==> src/rtl/v810_exc_seq.sv <==
// V810 exception/interrupt entry sequencer: saves PC/PSW/ECR, builds the handler PSW, jumps to the handler.
// Optional macro V810_FATAL_HALT_EN: an entry taken while PSW.NP is already set traps into a halting FATAL state.
module v810_exc_seq (
    input  logic        CLK,
    input  logic        RESn,
    input  logic        CE,
    input  logic        IF,
    output logic        ACK,
    input  logic        NP,
    input  logic [3:0]  IEL,
    input  logic [15:0] CC,
    input  logic [31:0] HA,
    input  logic        BOUND,
    input  logic [31:0] PC_IN,
    input  logic [31:0] PSW_IN,
    input  logic [31:0] ECR_IN,
    output logic        SR_WE,
    output logic [2:0]  SR_SEL,
    output logic [31:0] SR_WD,
    output logic        PSW_WE,
    output logic [31:0] PSW_WD,
    output logic        PC_LD,
    output logic [31:0] PC_NEW,
    output logic        BUSY,
    output logic        HALT,
    output logic [2:0]  STATE_DBG
);

    typedef enum logic [2:0] {
        S_IDLE   = 3'd0,
        S_WAIT   = 3'd1,
        S_SPC    = 3'd2,
        S_SPSW   = 3'd3,
        S_SECR   = 3'd4,
        S_SETPSW = 3'd5,
        S_JUMP   = 3'd6,
        S_FATAL  = 3'd7
    } state_t;

    localparam logic [15:0] RESET_CC = 16'hFFF0;
    localparam logic [2:0]  SEL_EIPC = 3'd0;
    localparam logic [2:0]  SEL_EIPSW = 3'd1;
    localparam logic [2:0]  SEL_FEPC = 3'd2;
    localparam logic [2:0]  SEL_FEPSW = 3'd3;
    localparam logic [2:0]  SEL_ECR = 3'd4;

    state_t      state_q, state_d;
    logic [31:0] pc_q, psw_q, ha_q;
    logic [15:0] cc_q;
    logic        np_q;
    logic [3:0]  iel_q;
    logic        is_rst;
    logic [31:0] psw_new;

    // Mux outputs are captured alongside PC/PSW so the entry cannot be disturbed once started.
    always_ff @(posedge CLK or negedge RESn) begin
        if (!RESn) begin
            state_q <= S_IDLE;
            pc_q    <= '0;
            psw_q   <= '0;
            ha_q    <= '0;
            cc_q    <= '0;
            np_q    <= 1'b0;
            iel_q   <= '0;
        end else if (CE) begin
            state_q <= state_d;
            if (state_q == S_WAIT) begin
                pc_q  <= PC_IN;
                psw_q <= PSW_IN;
                ha_q  <= HA;
                cc_q  <= CC;
                np_q  <= NP;
                iel_q <= IEL;
            end
        end
    end

    assign is_rst    = (cc_q == RESET_CC);
    assign STATE_DBG = state_q;
    assign ACK       = RESn && (state_q == S_IDLE) && IF && BOUND && CE;

    always_comb begin
        psw_new     = psw_q;
        psw_new[12] = 1'b1;
        psw_new[13] = 1'b0;
        if (np_q) psw_new[15] = 1'b1;
        else      psw_new[14] = 1'b1;
        if (iel_q != 4'd0) psw_new[19:16] = iel_q;
    end

    always_comb begin
        state_d = state_q;
        SR_WE   = 1'b0;
        SR_SEL  = 3'd0;
        SR_WD   = '0;
        PSW_WE  = 1'b0;
        PSW_WD  = '0;
        PC_LD   = 1'b0;
        PC_NEW  = '0;
        BUSY    = 1'b1;
        HALT    = 1'b0;
        case (state_q)
            S_IDLE: begin
                BUSY = 1'b0;
                if (IF && BOUND) state_d = S_WAIT;
            end
            S_WAIT: begin
`ifdef V810_FATAL_HALT_EN
                // The PSW being captured this cycle is the one that decides the trap.
                if (PSW_IN[15] && (CC != RESET_CC)) state_d = S_FATAL;
                else                                state_d = S_SPC;
`else
                state_d = S_SPC;
`endif
            end
            S_SPC: begin
                state_d = S_SPSW;
                if (!is_rst) begin
                    SR_WE  = 1'b1;
                    SR_SEL = np_q ? SEL_FEPC : SEL_EIPC;
                    SR_WD  = pc_q;
                end
            end
            S_SPSW: begin
                state_d = S_SECR;
                if (!is_rst) begin
                    SR_WE  = 1'b1;
                    SR_SEL = np_q ? SEL_FEPSW : SEL_EIPSW;
                    SR_WD  = psw_q;
                end
            end
            S_SECR: begin
                state_d = S_SETPSW;
                SR_WE   = 1'b1;
                SR_SEL  = SEL_ECR;
                if (is_rst)    SR_WD = 32'h0000FFF0;
                else if (np_q) SR_WD = {cc_q, ECR_IN[15:0]};
                else           SR_WD = {ECR_IN[31:16], cc_q};
            end
            S_SETPSW: begin
                state_d = S_JUMP;
                PSW_WE  = 1'b1;
                PSW_WD  = is_rst ? 32'h00008000 : psw_new;
            end
            S_JUMP: begin
                state_d = S_IDLE;
                PC_LD   = 1'b1;
                PC_NEW  = is_rst ? 32'hFFFFFFF0 : ha_q;
            end
            S_FATAL: begin
`ifdef V810_FATAL_HALT_EN
                HALT = 1'b1;
`else
                state_d = S_IDLE;
`endif
            end
            default: state_d = S_IDLE;
        endcase
    end

endmodule

==> config.mk <==
export PLATFORM = sky130hd
export DESIGN_NAME = v810_exc_seq
export DESIGN_NICKNAME = d
export VERILOG_FILES = /design/src/rtl/v810_exc_seq.sv
export SDC_FILE = /design/constraint.sdc
export NUM_CORES = 1
export LEC_CHECK = 0
export CORE_MARGIN = 1.5
export CORE_UTILIZATION = 39
export CTS_CLUSTER_DIAMETER = 60
export DETAILED_ROUTE_END_ITERATION = 10
export GPL_TIMING_DRIVEN = 0
export HOLD_SLACK_MARGIN = 0.08
export PLACE_DENSITY = 0.86
export REMOVE_ABC_BUFFERS = 1
export SYNTH_ARGS = -nofsm -noshare
export SYNTH_HDL_FRONTEND = slang
export SYNTH_SLANG_ARGS = --single-unit
==> constraint.sdc <==
create_clock -name CLK -period 1.84 [get_ports CLK]
set_input_delay 0.276 -clock CLK [delete_from_list [all_inputs] [get_ports CLK]]
set_output_delay 0.276 -clock CLK [all_outputs]
set_load 0.01 [all_outputs]
== Word level (Yosys, flattened, before mapping) ==
Index checks and enable logic that the tools add are counted.

* Bits in registers: 120

* Reduce and logical (&&, ||, !) cells: 11
* Eq/ne operators: 9
* Muxes and demuxes: 24

{| class="wikitable"
|+ Operators by type and width
! operator !! number
|-
| 32-bit 2-to-1 mux || 8
|-
| 32-bit case mux with 3 select lines || 1
|-
| 3-bit case mux with 7 select lines || 1
|-
| 16-bit equality test, second input constant || 1
|-
| 3-bit equality test, second input constant || 4
|-
| 3-bit case mux with 3 select lines || 1
|-
| 2-bit 2-to-1 mux || 4
|-
| 3-bit by 2-bit equality test with 1-bit output, second input constant || 2
|-
| 1-bit 2-to-1 mux || 6
|-
| 1-bit logical AND || 5
|-
| 4-bit 2-to-1 mux || 1
|-
| 2-bit AND reduction || 2
|-
| 4-bit nonzero test || 1
|-
| 2-bit OR reduction || 2
|-
| 3-bit by 1-bit equality test with 1-bit output, second input constant || 1
|-
| 3-bit logical NOT || 1
|-
| 3-bit 2-to-1 mux || 1
|-
| 2-bit by 1-bit != test with 1-bit output, second input constant || 1
|-
| 1-bit case mux with 2 select lines || 1
|}

== Longest topological paths before layout ==
* Word-level depth: 5
* Depth in mapped cells: 7
* Mapped depth without buffers: 5

== Worst setup path after synthesis ==
OpenSTA, ideal clock, no wires.

* Path type: reg-to-output
* From: register cc_q[0]
* To: output port PSW_WD[15]
* Arrival time: 1788 ps
* Cell stages (with the launch flop): 7
* Path buffers: 2
* Slack: -224 ps
* Cells stage by stage: dfrtp_1 > or4b_4 > nor4_4 > buf_6 > buf_4 > nor3_1 > nor2_1

* Longest elaborated chain between the ends: 3

{| class="wikitable"
|+ RTL lines
! item !! RTL line !! source
|-
| start, declared || 49 || <nowiki>logic [15:0] cc_q;</nowiki>
|-
| start signal, assigned || 62 || <nowiki>cc_q <= '0;</nowiki>
|-
| start signal, assigned || 71 || <nowiki>cc_q <= CC;</nowiki>
|-
| 16-bit equality test || 78 || <nowiki>assign is_rst = (cc_q == RESET_CC);</nowiki>
|-
| 32-bit 2-to-1 mux || 143 || <nowiki>PSW_WD = is_rst ? 32'h00008000 : psw_new;</nowiki>
|-
| 32-bit 2-to-1 mux || 102 || <nowiki>case (state_q)</nowiki>
|-
| end, declared || 21 || <nowiki>output logic [31:0] PSW_WD,</nowiki>
|}

No other way between the ends.

== Worst setup path after layout ==
* From: register cc_q[0]
* To: output port SR_WD[12]

* Longest elaborated chain between the ends: 3
* Elaborated cells on any way between the ends: 5
* Those cells by class: 1 x eq/ne; 4 x mux

{| class="wikitable"
|+ RTL lines
! item !! RTL line !! source
|-
| 16-bit equality test (*) || 78 ||
|-
| 32-bit 2-to-1 mux (on tied branches) || 136, 118, 126 ||
|-
| 32-bit case mux with 3 select lines (*) || 102 ||
|-
| end, declared || 19 || <nowiki>output logic [31:0] SR_WD,</nowiki>
|}

Mark *: on every way between the ends. The rest lies on a longest branch, timed or not.

==> metrics.txt <==
CTS tree=done; Nets=1013; Yosys warnings=0; most common cell after layout, fill and taps aside=clkdlybuf4s50_1; number of vias per cell=around 5.2; IO buf count=259; detailed-route via count=approximately 5700; Setup-failing EPs final=180; vias in the first global route=5986; CP startpoint=cc_q[0]$_DFFE_PN0P_; FILL cells=1044; Max VDD drop=926.3 µV; kind of end point of the critical path=primary output; CP Launch Type=flop; simple-gate share of the synthesized area=8.891%; Die Footprint=16680 µm²; die extent in y=~130 µm; outcome=finished with violations; antenna viol nets, final=0; clock sink total=between 100 and 150; post-synthesis compound-gate area fraction=12.06%; Die Wd=129.1 µm; pin count of the biggest net entering global routing=71; clock tree buffer depth=2; post-synthesis mux area share=26.61%; post-synthesis adder-cell area fraction=0%; fraction of layout cells with a size suffix above 1=roughly half; Core Region=15370 µm²; RR Endpoint=pc_q[0]$_DFFE_PN0P_; initial antenna violation count=0; main combinational cell family by area after synthesis=multiplexers; total wire length=23950 µm; Final min period=2791 ps; Worst R2R Start=STATE_DBG[0]$_DFFE_PN0P_; max-cap viol count=0; Worst slew margin=57.01%; clk_lat worst skew=420 ps; root buf cell=clkbuf_16; Worst Tran Pin Value=644.8 ps; Antenna Cells=0; H-tree levels=4; clock skew=approximately 5 ps; Syn Area/Cell=12.00 µm²; failing checks=hold timing, setup timing; routed length per instance=22.12 µm; drt first pass iters=6; Critical Path AT=about 2500 ps; fmax=358.2 MHz; post-DP HPWL=13290 µm; HP Class=in -> async; post-synthesis sequential area ratio=slightly below 50%; Leak Pwr=4.873 nW; crit path max fanout=4; Pins Over Slew Limit=0; worst reg-to-reg path cell count=10; worst-case hold slack=-183.9 ps; Post-Synth XOR/XNOR Area=0%; Initial Utilization=40.37%; I/O pin total=262; Mapped Cells=517; initial drt markers=about 340; DRC violation count after routing=0; Area growth syn-to-layout=77.56%; r2r setup slk=-150 ps; most frequent cells in the layout=clkdlybuf4s50_1, dfrtp_1, mux2_2; Required @ worst endpoint=1560 ps; post-synth design cell area=6206 µm²; clk slew on worst S/H paths=approximately 60 ps; Cell Pwr Density=1579 nW/µm²; final hold vios=50; Fin Setup TNS=-84310 ps; GP Congestion=0.7635; number of CTS-inserted buffers=17; FP Rows=45; post-synth cell types=34; total gr overflow=0; period utilization=151.7%; Tot Pwr=17.40 mW; Final WS setup=-951.4 ps; Tot GR Track Use=between 20% and 30%; first-pass GRT wire length=roughly 34000 µm; Synth Register Bits=120; Worst Setup Path Type=reg -> out; RSZ-0062 raised after global routing=yes
synthesized netlist by cell type:
cell type	count	area (µm²)
buf_6	3	33.78
conb_1	1	3.750
o22ai_1	6	37.54
inv_1	3	11.26
or2b_1	1	7.510
or3_1	1	6.260
a21oi_1	22	110.1
and2_1	25	156.4
or4b_4	1	13.76
nand2b_1	1	6.260
nor4_4	1	21.27
dfrtp_1	120	3003
mux2i_1	12	120.1
or2_2	1	6.260
buf_4	5	37.54
buf_1	2	7.510
buf_2	18	90.09
a222oi_1	1	10.01
nor4b_1	4	35.03
nor3_1	2	10.01
o21bai_1	1	7.510
mux2_2	136	1531
clkbuf_1	18	67.56
nor2b_1	15	93.84
and3b_1	5	43.79
a211oi_1	13	97.59
a22oi_1	19	142.6
nand2_1	27	101.4
nor2_1	6	22.52
nand4_1	3	18.77
o21ai_0	4	20.02
o21a_1	33	247.7
o22ai_2	6	75.07
nand4b_1	1	8.760
registers in the layout, indices dropped and copies added (netlist names):
name,cells
ha_q,32
pc_q,32
psw_q,32
cc_q,16
iel_q,4
STATE_DBG,3
np_q,1
worst max-delay path, cell delays in order (launching register included):
cell	delay, ps
dfrtp_1	400
or4b_4	540
nor4_4	230
buf_6	170
buf_12	110
buf_6	90
buf_6	90
a211oi_2	30
o22ai_1	250
buf_2	170
report_power, final:
part | switching, mW | internal (mW)
registers | 1.22 | 4.03
clock network | 1.26 | 2.06
logic | 3.61 | 5.23
per-stage QoR:
| stage | cells | area [µm²] | util, % | worst slack [ps] |
|---|---|---|---|---|
| floorplan | 472 | 5973 | - | -8158 |
| global placement | 942 | 8830 | 57.44 | -12860 |
| detailed placement | 960 | 9100 | 59.20 | -1969 |
| CTS | 1070 | 10760 | 69.97 | -1033 |
| global route | 1083 | 11020 | 71.69 | -1038 |
| finish | 1083 | 11020 | 71.69 | -951.4 |
area by class of cell:
| cell class | count | area [µm²] | area share (%) |
|---|---|---|---|
| repair buffers | 366 | 3707 | 33.64 |
| multi-input cells | 350 | 3430 | 31.12 |
| flip-flops and latches | 120 | 3013 | 27.34 |
| clock buffers | 20 | 456.7 | 4.144 |
| well taps | 211 | 264.0 | 2.396 |
| clock inverters | 12 | 126.4 | 1.147 |
| inverters | 3 | 15.01 | 0.1363 |
| repair inverters | 1 | 7.507 | 0.06813 |
worst max-delay path by stage:
| stage | end | slack (ps) | cells past startpoint |
|---|---|---|---|
| 3_3_place_gp | ha_q[9]$_DFFE_PN0P_ | -12860 | 3 |
| 3_5_place_dp | SR_WD[17] | -1970 | 7 |
| 4_1_cts | PSW_WD[9] | -1030 | 9 |
| 2_1_floorplan | cc_q[0]$_DFFE_PN0P_ | -8160 | 3 |
| 6_report | SR_WD[12] | -950 | 9 |
| 5_1_grt | SR_WD[12] | -1040 | 9 |
per-layer routing:
metal / track usage [%] / vias up / part of all wire [%]
met2: 45.99 / 215 / 51
met1: 33.77 / 2879 / 41
met4: 11.10 / 0 / 3.1
li1: - / 2543 / -
met5: 0 / - / 0
met3: 7.680 / 46 / 5.7
cells by family after synthesis:
| logic type | count (synthesis) |
|---|---|
| muxes | 148 |
| buffers and inverters | 49 |
| DFF | 120 |
| AOI/OAI and AO/OA | 105 |
| other | 1 |
| and+or+nand+nor | 94 |
repair_timing:
item | CTS | global route
pin swaps | 28 | 12
buffers inserted | 69 | 28
hold endpoints to repair | 50 | 50
gates cloned | 11 | 1
resized for setup | 612 | 71
endpoints found under the setup margin | 223 | 206
(Power assumes the default switching activity.)
